==> config.mk <==
export PLATFORM = sky130hd
export DESIGN_NAME = frequency_meter_flat
export DESIGN_NICKNAME = d
export VERILOG_FILES = /design/src/rtl/frequency_meter_if.sv /design/src/rtl/frequency_meter.sv /design/src/flat_wrapper.sv
export SDC_FILE = /design/constraint.sdc
export NUM_CORES = 1
export LEC_CHECK = 0
export BUFFER_PORTS_ARGS = -buffer_cell sky130_fd_sc_hd__buf_2
export CORE_UTILIZATION = 60
export DETAILED_ROUTE_END_ITERATION = 16
export PLACE_DENSITY = 0.87
export SYNTH_ARGS = -nofsm -noshare
export SYNTH_HDL_FRONTEND = slang
export SYNTH_SLANG_ARGS = --single-unit
==> constraint.sdc <==
create_clock -name CP -period 2.8 [get_ports CP]
set_input_delay 0.56 -clock CP [delete_from_list [all_inputs] [get_ports CP]]
set_output_delay 0.56 -clock CP [all_outputs]
set_load 0.02 [all_outputs]
==> src/rtl/frequency_meter_if.sv <==
// Measurement bus of the frequency meter: enable and signal in, BCD result and status out.
interface frequency_meter_if #(
  parameter int DIGITS = 6
);
  logic                  EN;
  logic                  SIG_IN;
  logic [4*DIGITS-1:0]   FREQ_BCD;
  logic                  VALID;
  logic                  OVF;
  logic                  BUSY;

  modport master (output EN, SIG_IN, input FREQ_BCD, VALID, OVF, BUSY);
  modport slave  (input EN, SIG_IN, output FREQ_BCD, VALID, OVF, BUSY);
endinterface

==> src/rtl/frequency_meter.sv <==
// Gated frequency meter: counts synchronized SIG_IN rising edges over a fixed CP window
// in a saturating BCD counter and latches the result once per window.
module frequency_meter #(
  parameter int GATE_CYCLES = 50000000,
  parameter int DIGITS      = 6
) (
  input  logic              CP,
  input  logic              nCR,
  frequency_meter_if.slave  bus
);

  localparam int GW = (GATE_CYCLES > 1) ? $clog2(GATE_CYCLES) : 1;
  localparam logic [GW-1:0] GATE_LAST = GW'(GATE_CYCLES - 1);

  typedef enum logic [1:0] {IDLE, MEASURE, LATCH} state_t;

  state_t                   state_reg;
  logic                     sync1_reg;
  logic                     sync2_reg;
  logic                     hist_reg;
  logic [GW-1:0]            gate_reg;
  logic [DIGITS-1:0][3:0]   count_reg;
  logic                     ovf_flag_reg;
  logic [4*DIGITS-1:0]      freq_reg;
  logic                     valid_reg;
  logic                     ovf_reg;
  logic                     busy_reg;

  logic                     edge_det;
  logic [DIGITS-1:0]        carry;
  logic [DIGITS-1:0]        digit_nine;
  logic [DIGITS-1:0][3:0]   count_inc;
  logic                     all_nine;

  assign edge_det = sync2_reg & ~hist_reg;

  // count_inc is the counter value plus one, with the carry rippling through all digits
  assign carry[0] = 1'b1;
  for (genvar gi = 0; gi < DIGITS; gi++) begin : g_digit
    assign digit_nine[gi] = (count_reg[gi] == 4'd9);
    assign count_inc[gi]  = !carry[gi]     ? count_reg[gi] :
                            digit_nine[gi] ? 4'd0          : count_reg[gi] + 4'd1;
    if (gi < DIGITS - 1) begin : g_carry
      assign carry[gi+1] = carry[gi] & digit_nine[gi];
    end
  end

  assign all_nine = &digit_nine;

  always_ff @(posedge CP or negedge nCR) begin
    if (!nCR) begin
      state_reg    <= IDLE;
      sync1_reg    <= 1'b0;
      sync2_reg    <= 1'b0;
      hist_reg     <= 1'b0;
      gate_reg     <= '0;
      count_reg    <= '0;
      ovf_flag_reg <= 1'b0;
      freq_reg     <= '0;
      valid_reg    <= 1'b0;
      ovf_reg      <= 1'b0;
      busy_reg     <= 1'b0;
    end else begin
      sync1_reg <= bus.SIG_IN;
      sync2_reg <= sync1_reg;
      hist_reg  <= sync2_reg;
      valid_reg <= 1'b0;
      case (state_reg)
        IDLE: begin
          gate_reg     <= '0;
          count_reg    <= '0;
          ovf_flag_reg <= 1'b0;
          if (bus.EN) begin
            state_reg <= MEASURE;
            busy_reg  <= 1'b1;
          end
        end
        MEASURE: begin
          if (!bus.EN) begin
            state_reg    <= IDLE;
            busy_reg     <= 1'b0;
            gate_reg     <= '0;
            count_reg    <= '0;
            ovf_flag_reg <= 1'b0;
          end else begin
            // A saturated counter stays at all nines; only the flag records the excess
            if (edge_det) begin
              if (all_nine) ovf_flag_reg <= 1'b1;
              else          count_reg    <= count_inc;
            end
            if (gate_reg == GATE_LAST) begin
              gate_reg  <= '0;
              state_reg <= LATCH;
            end else begin
              gate_reg <= gate_reg + GW'(1);
            end
          end
        end
        LATCH: begin
          freq_reg     <= count_reg;
          ovf_reg      <= ovf_flag_reg;
          valid_reg    <= 1'b1;
          gate_reg     <= '0;
          count_reg    <= '0;
          ovf_flag_reg <= 1'b0;
          if (bus.EN) begin
            state_reg <= MEASURE;
          end else begin
            state_reg <= IDLE;
            busy_reg  <= 1'b0;
          end
        end
        default: begin
          state_reg <= IDLE;
          busy_reg  <= 1'b0;
        end
      endcase
    end
  end

  assign bus.FREQ_BCD = freq_reg;
  assign bus.VALID    = valid_reg;
  assign bus.OVF      = ovf_reg;
  assign bus.BUSY     = busy_reg;

endmodule

==> src/flat_wrapper.sv <==
// flat-port wrapper written by rule: the top's interface ports become plain ports
module frequency_meter_flat 
#(
  parameter int GATE_CYCLES = 50000000,
  parameter int DIGITS      = 6
)
  (CP, nCR, bus_EN, bus_SIG_IN, bus_FREQ_BCD, bus_VALID, bus_OVF, bus_BUSY);
  frequency_meter_if #(.DIGITS(DIGITS)) bus_i ();
  input  logic CP;
  input  logic nCR;
  input wire logic [$bits(bus_i.EN)-1:0] bus_EN;
  input wire logic [$bits(bus_i.SIG_IN)-1:0] bus_SIG_IN;
  output wire logic [$bits(bus_i.FREQ_BCD)-1:0] bus_FREQ_BCD;
  output wire logic [$bits(bus_i.VALID)-1:0] bus_VALID;
  output wire logic [$bits(bus_i.OVF)-1:0] bus_OVF;
  output wire logic [$bits(bus_i.BUSY)-1:0] bus_BUSY;
  assign bus_i.EN = bus_EN;
  assign bus_i.SIG_IN = bus_SIG_IN;
  assign bus_FREQ_BCD = bus_i.FREQ_BCD;
  assign bus_VALID = bus_i.VALID;
  assign bus_OVF = bus_i.OVF;
  assign bus_BUSY = bus_i.BUSY;
  frequency_meter #(.GATE_CYCLES(GATE_CYCLES), .DIGITS(DIGITS)) u_core (.CP(CP), .nCR(nCR), .bus(bus_i));
endmodule
==> results.py, run 1 <==
metrics = {
    "outcome": {
        "status": "complete, no violations",
    },
    "global_route": {
        "grt_pass1_wl_um": 13900,
        "antenna_found_initial": 0,
        "grt_pass1_vias": 3029,
        "grt_max_degree": 84,
        "grt_usage_pct": 24.7,
        "gr-total-overflow": 0,
    },
    "die": {
        "die_area_um2": 7260,
        "start_util_pct": 63.6,
        "die_h_um": 85.2,
        "die_x_um": 85.2,
        "rows": 29,
        "coreArea_um2": 6530,
        "ios": 31,
    },
    "detailed_routing": {
        "wire_per_inst_um": 16.1,
        "wirelength_um": 8230,
        "drt_iter0_drc": 234,
        "vias": 3146,
        "detail-route-antenna-nets": 0,
        "dr.pass1.iters": 4,
        "drc_errors": 0,
        "viasPerCell": 6.16,
    },
    "power": {
        "p_leak_nw": 2.24,
        "netSwitchingFraction_pct": 28.6,
        "finalPower_mw": 2.89,
        "netSwitchingPower_mw": 0.827,
        "powerDensity_nw_per_um2": 623,
        "pwr-share-seq_pct": 47.1,
        "p_comb_share_pct": 16.8,
        "pwr-share-clk_pct": 36.1,
        "ir_drop_mv": 0.461,
        "p_int_mw": 2.06,
    },
    "clock_tree": {
        "cts_sinks": 83,
        "cts_made_buffers": 9,
        "clkSlewWorstSetupHoldPaths_ps": 80,
        "clockBufferDepth": 2,
        "holdBufCountCts": 0,
        "root_buffer": "clkbuf_8",
        "post_cts_resize_count": 0,
        "clkLatencyLatePin_ps": 350,
        "cts_setup_buffers": 0,
        "h-tree-depth": 3,
        "cts_tree": "built",
    },
    "sta": {
        "max_freq_ghz": 0.398,
        "drv_slew": 0,
        "rsz0062_at_grt": "no",
        "period_minus_slack_ps": 2510,
        "setup_tns_ps": 0,
        "fin_crit_sh_pct": 89.7,
        "hold_viol_final": 0,
        "worstMarginPinSlew_ps": 996,
        "slew_headroom_pct": 33.6,
        "timing.final.ws_setup_ps": 287,
        "finalSetupViolCount": 0,
        "finClkSkew_ps": 9.38,
    },
    "cells_and_area": {
        "ff_latch_area_um2": 2080,
        "syn_to_final_growth_pct": 11.7,
        "antenna_cells": 0,
        "finalNetCount": 451,
        "largest_reg_flops": 26,
        "post_route_cells_drive_above_1_share_pct": 21.0,
        "fillCellCount": 456,
        "fin_area_um2": 4640,
        "multi_input_comb_area_um2": 1980,
    },
    "worst_setup_path": {
        "crit_chain": "inv_1 > ha_1 > nand3b_1 > nor4_1 > a31oi_1 > or4_1 > o211ai_1",
        "slowest_stage": "nor4_1",
        "critPathTopFamily": "simple AND/OR/NAND/NOR gates",
        "crit_buf_inv": 1,
        "critPathKind": "register to register",
        "crit_fanout": 7,
        "r2r_slack_ps": 290,
        "cpPeakStageDelay_ps": 570,
        "reg2regPathDepth": 7,
        "r2r_end": "u_core.count_reg[19]",
        "r2r_start": "u_core.count_reg[1]",
        "worstSetupStartpointType": "register",
        "crit_arrival_ps": 2780,
        "end_kind": "register",
        "cp.required_ps": 3070,
    },
    "hold_path": {
        "hold_path.class": "input pin to register",
        "whs_path_depth": 1,
        "whs_endpoint": "u_core.sync1_reg",
        "hp-start": "bus_SIG_IN",
    },
    "placement": {
        "port_buffers": 30,
        "placed_cell_area_um2": 4390,
        "gp_congestion": 0.894,
        "dp_hpwl_um": 5700,
        "place_ws_ps": 365,
    },
    "synth": {
        "yosysWarnings": 0,
        "synth.distinct_cells": 45,
        "syn_inst": 392,
        "synth_ff_type": "dfrtp_1",
        "async_flop_share_pct": 100,
        "synth_area_um2": 4150,
        "seq_area_frac_synth_pct": 50.0,
        "syn_nets": 414,
        "ys_ff_latch": 83,
        "synth_area_per_cell_um2": 10.6,
        "synth_edf_count": 0,
    },
    "flow_run": {
        "cap_violations": 0,
    },
}
## worst reg2reg max path, cell delays in order (launching register included)
cell	delay, ps
dfrtp_1	440
inv_1	90
ha_1	150
nand3b_1	230
nor4_1	570
a31oi_1	310
or4_1	530
o211ai_1	120
## layout by cell type (no fill, tap or decap), types with 13 or more instances in the layout
cell type / n
nand3_1: 24
dfrtp_1: 83
nand2_1: 39
o21ai_0: 22
inv_1: 13
buf_2: 29
ha_1: 18
xor2_1: 14
mux2_2: 27
nor2_1: 35
## synthesized netlist by cell type (2+ instances only)
library cell / number / area [um^2]
nand2b_1: 7 / 43.8
nor3_1: 6 / 30.0
clkbuf_1: 6 / 22.5
inv_1: 13 / 48.8
or4_1: 2 / 15.0
a21oi_1: 4 / 20.0
dfrtp_1: 83 / 2080
nor4_2: 2 / 25.0
and3b_1: 4 / 35.0
xnor2_1: 2 / 17.5
a21oi_2: 2 / 17.5
nand4_1: 10 / 62.6
mux2_2: 27 / 304
nor4_1: 4 / 25.0
a21o_1: 8 / 60.1
o211ai_1: 2 / 15.0
a31oi_1: 3 / 18.8
buf_4: 3 / 22.5
nand2_1: 39 / 146
or3_1: 3 / 18.8
and3_1: 6 / 37.5
a22o_1: 5 / 43.8
o31ai_1: 9 / 67.6
nand3b_1: 6 / 45.0
mux2i_1: 4 / 40.0
or2_2: 4 / 25.0
o21ai_0: 22 / 110
nand3_1: 24 / 120
o41ai_1: 2 / 17.5
ha_1: 18 / 225
nor2_1: 35 / 131
xor2_1: 14 / 123
## logic make-up after synthesis
kind of cell,count (synthesis),synth area share (%)
buffers and inverters,22,2.26
AND/OR/NAND/NOR,159,20.3
XOR/XNOR,16,3.37
AO/OA/AOI/OAI,63,10.3
multiplexers,31,8.29
adder cells (fa/ha/maj),18,5.42
flip-flops,83,50.0
## power by group through the flow
stage                     combinational (mW)  sequential [mW]  clock (mW)
after floorplan                        0.340             1.37           0
after global placement                 0.454             1.37           0
after detailed placement               0.479             1.38           0
after CTS                              0.486             1.36        1.05
after global routing                   0.544             1.37        1.10
final                                  0.485             1.36        1.04
## final cells by class
cell class                      instances  area share (%)
Clock inverter                          4            2.10
Tap cell                               77            2.08
Multi-Input combinational cell        287            42.7
Timing Repair Buffer                   35            4.10
Inverter                               13            1.05
Clock buffer                           12            3.13
Sequential cell                        83            44.8
## worst max-delay path by stage
stage | start | endpoint | slack (ps) | cells after the start
floorplan | u_core.gate_reg[0] | u_core.gate_reg[9] | 740 | 6
global placement | u_core.count_reg[1] | u_core.count_reg[19] | 520 | 7
detailed placement | u_core.count_reg[1] | u_core.count_reg[19] | 360 | 7
CTS | u_core.count_reg[1] | u_core.count_reg[19] | 340 | 7
global route | u_core.count_reg[1] | u_core.count_reg[19] | 120 | 7
finish | u_core.count_reg[1] | u_core.count_reg[19] | 290 | 7
## layer usage
metal	up-vias	track usage, %	share of wire (%)
met2	100	39.5	48
li1	1470	-	-
met4	0	8.94	1.7
met3	13	5.25	4.4
met5	-	0	0
met1	1563	33.7	46
## through the flow
stage                     instances  hold WS [ps]  utilization [%]
after global routing            511           303             71.0
after global placement          495           332             67.3
after detailed placement        495           342             67.3
after floorplan                 392           264                -
after CTS                       511           316             71.0
final                           511           318             71.0
No activity file was read; power rests on OpenSTA's default activity.
==> run 2, diff against run 1 <==
--- a/config.mk
+++ b/config.mk
@@ -7,7 +7,8 @@
 export LEC_CHECK = 0
 export BUFFER_PORTS_ARGS = -buffer_cell sky130_fd_sc_hd__buf_2
-export CORE_UTILIZATION = 60
+export CORE_UTILIZATION = 45
+export CTS_CLUSTER_SIZE = 40
 export DETAILED_ROUTE_END_ITERATION = 16
-export PLACE_DENSITY = 0.87
+export PLACE_DENSITY = 0.7
 export SYNTH_ARGS = -nofsm -noshare
 export SYNTH_HDL_FRONTEND = slang
==> constraint.sdc (replaced) <==
create_clock -name CP -period 2.8 [get_ports CP]
set_input_delay 0.56 -clock CP [delete_from_list [all_inputs] [get_ports CP]]
set_output_delay 0.56 -clock CP [all_outputs]
set_load 0.005 [all_outputs]
==> results.py, run 2 (synthesis gave the netlist of run 1 again) <==
metrics = {
    "outcome": {
        "status": "complete, but fails checks",
        "violations": "DRC",
    },
    "global_route": {
        "grt_max_degree": 45,
        "antenna_found_initial": 1,
        "grt_pass1_wl_um": 14400,
        "grt_usage_pct": 18.8,
        "gr-total-overflow": 0,
        "grt_pass1_vias": 3027,
    },
    "worst_setup_path": {
        "r2r_slack_ps": 460,
        "crit_fanout": 7,
        "worstSetupStartpointType": "register",
        "crit_chain": "inv_1 > ha_1 > nor2_1 > nand2_1 > a211oi_1 > nand4_1 > mux2i_1",
        "cpPeakStageDelay_ps": 750,
        "cp.required_ps": 3080,
        "critPathKind": "register to register",
        "crit_arrival_ps": 2610,
        "end_kind": "register",
        "slowest_stage": "a211oi_1",
        "critPathTopFamily": "compound AO/OA/AOI/OAI gates",
        "crit_buf_inv": 1,
    },
    "hold_path": {
        "hold_path.class": "input pin to asynchronous set/reset pin",
    },
    "sta": {
        "worstMarginPinSlew_ps": 903,
        "drv_slew": 0,
        "setup_tns_ps": 0,
        "hold_viol_final": 0,
        "period_minus_slack_ps": 2340,
        "fin_crit_sh_pct": 83.5,
        "max_freq_ghz": 0.428,
        "rsz0062_at_grt": "no",
        "finalSetupViolCount": 0,
        "finClkSkew_ps": 7.44,
        "whs_ps": 169,
        "slew_headroom_pct": 39.4,
    },
    "clock_tree": {
        "clkLatencyLatePin_ps": 350,
        "cts_tree": "built",
        "clockBufferDepth": 2,
        "holdBufCountCts": 0,
        "post_cts_resize_count": 0,
        "h-tree-depth": 3,
        "root_buffer": "clkbuf_8",
        "clkSlewWorstSetupHoldPaths_ps": 80,
        "cts_setup_buffers": 0,
        "cts_made_buffers": 9,
        "cts_sinks": 83,
    },
    "power": {
        "p_leak_nw": 2.25,
        "powerDensity_nw_per_um2": 575,
        "finalPower_mw": 2.68,
        "ir_drop_mv": 0.362,
    },
    "cells_and_area": {
        "layout_commonest_cell": "dfrtp_1",
        "syn_to_final_growth_pct": 12.3,
        "post_route_cells_drive_above_1_share_pct": 21.7,
        "largest_reg_flops": 26,
        "finalNetCount": 454,
        "layout_common_cells": "dfrtp_1, nand2_1, nor2_1",
        "antenna_cells": 0,
    },
    "die": {
        "die_h_um": 98.1,
        "die_area_um2": 9620,
        "ios": 31,
        "coreArea_um2": 8850,
        "start_util_pct": 46.9,
        "rows": 34,
        "die_x_um": 98.1,
    },
    "placement": {
        "gp_congestion": 0.824,
        "port_buffers": 30,
        "dp_hpwl_um": 5670,
    },
    "detailed_routing": {
        "viasPerCell": 5.55,
        "drt_iter0_drc": 109,
        "wire_per_inst_um": 14.6,
        "vias": 3023,
        "dr.pass1.iters": 10,
        "detail-route-antenna-nets": 0,
        "drc_errors": 4,
        "wirelength_um": 7980,
    },
    "flow_run": {
        "cap_violations": 0,
    },
}
-- run 2: path summary, 6_finish.rpt --
check | start | endpoint | cells after the start
setup / recovery | u_core.state_reg[0] | u_core.gate_reg[8] | 7
max in group asynchronous | nCR | u_core.gate_reg[10] | 2
hold reg to reg | u_core.sync1_reg | u_core.sync2_reg | 0
min in group CP | bus_SIG_IN | u_core.sync1_reg | 1
hold / removal | nCR | u_core.bus.FREQ_BCD[8] | 1
setup reg to reg | u_core.state_reg[0] | u_core.gate_reg[8] | 7
-- run 2: stage by stage --
stage | setup slack (ps) | instances | util, % | cell area (um^2)
2_1_floorplan | 738 | 392 | - | 4150
3_3_place_gp | 557 | 529 | 50.5 | 4470
3_5_place_dp | 464 | 529 | 50.5 | 4470
4_1_cts | 434 | 545 | 52.7 | 4660
5_1_grt | 260 | 545 | 52.7 | 4660
6_report | 462 | 545 | 52.7 | 4660
-- run 2: worst reg2reg max path, stage by stage, from the launching register on --
cell and delay, ps:
dfrtp_1 430, inv_1 90, ha_1 260, nor2_1 190, nand2_1 190, a211oi_1 760, nand4_1 190, mux2i_1 160
-- run 2: cell type report --
| class | count | area, um^2 |
|---|---|---|
| sequential | 83 | 2080 |
| multi-input combinational | 287 | 1980 |
| clock inverter | 5 | 52.6 |
| inverter | 13 | 48.8 |
| timing repair buffer | 38 | 225 |
| clock buffer | 11 | 141 |
| fill | 797 | 4190 |
| tap | 108 | 135 |
-- run 2: routing by layer --
layer	global-route usage (%)	part of all wire [%]	wire length [um]
met3	3.65	3.2	253
met1	25.2	48	3810
met5	0	0.16	13
met4	10.0	2.3	187
met2	28.9	47	3710
-- run 2: where the power goes --
group          switching, mW  internal, mW  leakage (nW)
logic                  0.292         0.177          1.00
clock network          0.418         0.432        0.0991
registers             0.0949          1.27          1.14
==> run 3, diff against run 2 <==
- PLACE_DENSITY: 0.7 -> 0.72
- clock period: 2.8 -> 1.96 ns (I/O delays scaled with it)
==> results.py, run 3 (synthesis gave the netlist of run 1 again) <==
metrics = {
    "detailed_routing": {
        "vias": 3379,
        "drc_errors": 2,
        "dr.pass1.iters": 10,
        "wire_per_inst_um": 15.6,
        "wirelength_um": 9510,
        "viasPerCell": 5.53,
        "drt_iter0_drc": 114,
        "detail-route-antenna-nets": 0,
    },
    "die": {
        "start_util_pct": 46.9,
        "coreArea_um2": 8850,
        "die_x_um": 98.1,
        "die_h_um": 98.1,
        "rows": 34,
        "die_area_um2": 9620,
        "ios": 31,
    },
    "clock_tree": {
        "cts_made_buffers": 9,
        "clkLatencyLatePin_ps": 360,
        "cts_sinks": 83,
        "cts_tree": "built",
        "clockBufferDepth": 2,
        "clkSlewWorstSetupHoldPaths_ps": 80,
        "root_buffer": "clkbuf_8",
        "h-tree-depth": 3,
    },
    "worst_setup_path": {
        "crit_arrival_ps": 2310,
        "worstSetupStartpointType": "register",
        "critPathKind": "register to register",
        "crit_fanout": 5,
        "slowest_stage": "dfrtp_1",
        "cpPeakStageDelay_ps": 380,
        "cp.required_ps": 2220,
        "crit_chain": "inv_1 > ha_2 > nand3b_1 > buf_6 > or3_4 > o211ai_1 > buf_4 > o21ai_2 > o41ai_2",
        "end_kind": "register",
    },
    "flow_run": {
        "cap_violations": 0,
    },
    "sta": {
        "timing.final.ws_setup_ps": -91.3,
        "drv_slew": 0,
        "finClkSkew_ps": 12.4,
        "setup_tns_ps": -1620,
        "whs_ps": 144,
        "period_minus_slack_ps": 2050,
        "finalSetupViolCount": 29,
        "max_freq_ghz": 0.487,
        "fin_crit_sh_pct": 105,
        "slew_headroom_pct": 74.2,
        "rsz0062_at_grt": "yes",
        "worstMarginPinSlew_ps": 386,
        "hold_viol_final": 0,
    },
    "cells_and_area": {
        "layout_commonest_cell": "dfrtp_1",
        "finalNetCount": 520,
        "antenna_cells": 0,
        "layout.cells.non_filler": 611,
        "largest_reg_flops": 26,
        "layout_common_cells": "dfrtp_1, buf_4, nand2_1",
        "syn_to_final_growth_pct": 31.0,
        "post_route_cells_drive_above_1_share_pct": 39.0,
    },
    "power": {
        "powerDensity_nw_per_um2": 822,
        "ir_drop_mv": 0.450,
        "p_leak_nw": 2.68,
        "finalPower_mw": 4.47,
    },
    "placement": {
        "port_buffers": 30,
        "dp_hpwl_um": 6180,
        "place_inst": 578,
        "gp_congestion": 0.804,
        "place_ws_ps": -86.5,
    },
    "global_route": {
        "grt_pass1_vias": 3264,
        "grt_max_degree": 46,
        "gr-total-overflow": 0,
        "grt_usage_pct": 20.0,
        "grt_pass1_wl_um": 15200,
        "antenna_found_initial": 0,
    },
    "hold_path": {
        "hold_path.class": "input pin to register",
    },
    "outcome": {
        "violations": "DRC, setup timing",
        "status": "complete, but fails checks",
    },
}
[run 3: cell count changes in the layout (fill, tap and decap cells not counted), moves of 3 or more]
cell | previous run | this run
nor3_1 | 6 | 3
nand2_2 | 0 | 4
nand2_1 | 39 | 35
ha_1 | 18 | 14
o21ai_1 | 0 | 9
ha_2 | 0 | 4
o31ai_2 | 0 | 5
o31ai_1 | 9 | 3
buf_4 | 8 | 64
buf_6 | 0 | 7
o21ai_0 | 22 | 10
[run 3: through the flow]
stage	utilization, %	area (um^2)
5_1_grt	61.5	5440
3_5_place_dp	55.2	4880
3_3_place_gp	55.2	4880
4_1_cts	58.6	5180
2_1_floorplan	-	4190
6_report	61.5	5440
[run 3: critical path, delay by kind of cell (launching register included)]
kind / cells / cell delay (ps)
buffers and inverters: 3 / 450
adder cells (fa/ha/maj): 1 / 160
flip-flops: 1 / 380
AND/OR/NAND/NOR: 2 / 550
AO/OA/AOI/OAI: 3 / 410
[run 3: final timing paths]
kind	to	slack, ps	from	cells after the start
max	u_core.count_reg[7]	-90	u_core.count_reg[1]	9
min	u_core.sync1_reg	140	bus_SIG_IN	1
max reg2reg	u_core.count_reg[7]	-90	u_core.count_reg[1]	9
min reg2reg	u_core.sync2_reg	360	u_core.sync1_reg	0
max in group asynchronous	u_core.count_reg[4]	950	nCR	3
min in group asynchronous	u_core.bus.FREQ_BCD[0]	450	nCR	2
[run 3: layout make-up]
type	count	area, um^2
repair buffers	104	766
multi-input cells	287	2190
clock inverters	6	90.1
clock buffers	10	128
fillers	705	3410
well taps	108	135
flip-flops and latches	83	2080
inverters	13	48.8
[run 3: per-layer routing]
metal	part of all wire, %	global-route usage [%]
met1	46	26.7
met2	48	31.7
met3	3.6	4.80
met4	2.2	7.23
met5	0	0
[run 3: what timing repair did]
item,in CTS,in global routing
hold endpoints to repair,16,0
hold buffers,1,0
endpoints found under the setup margin,28,50
resized for setup,5,56
setup buffers,7,8
pin swaps,10,15
cloned,0,1
[run 3: report_power, final]
part | leakage [nW] | switching [mW] | internal, mW
Combinational | 1.43 | 0.648 | 0.582
Clock | 0.106 | 0.640 | 0.720
Sequential | 1.14 | 0.0713 | 1.81
Total | 2.68 | 1.36 | 3.11
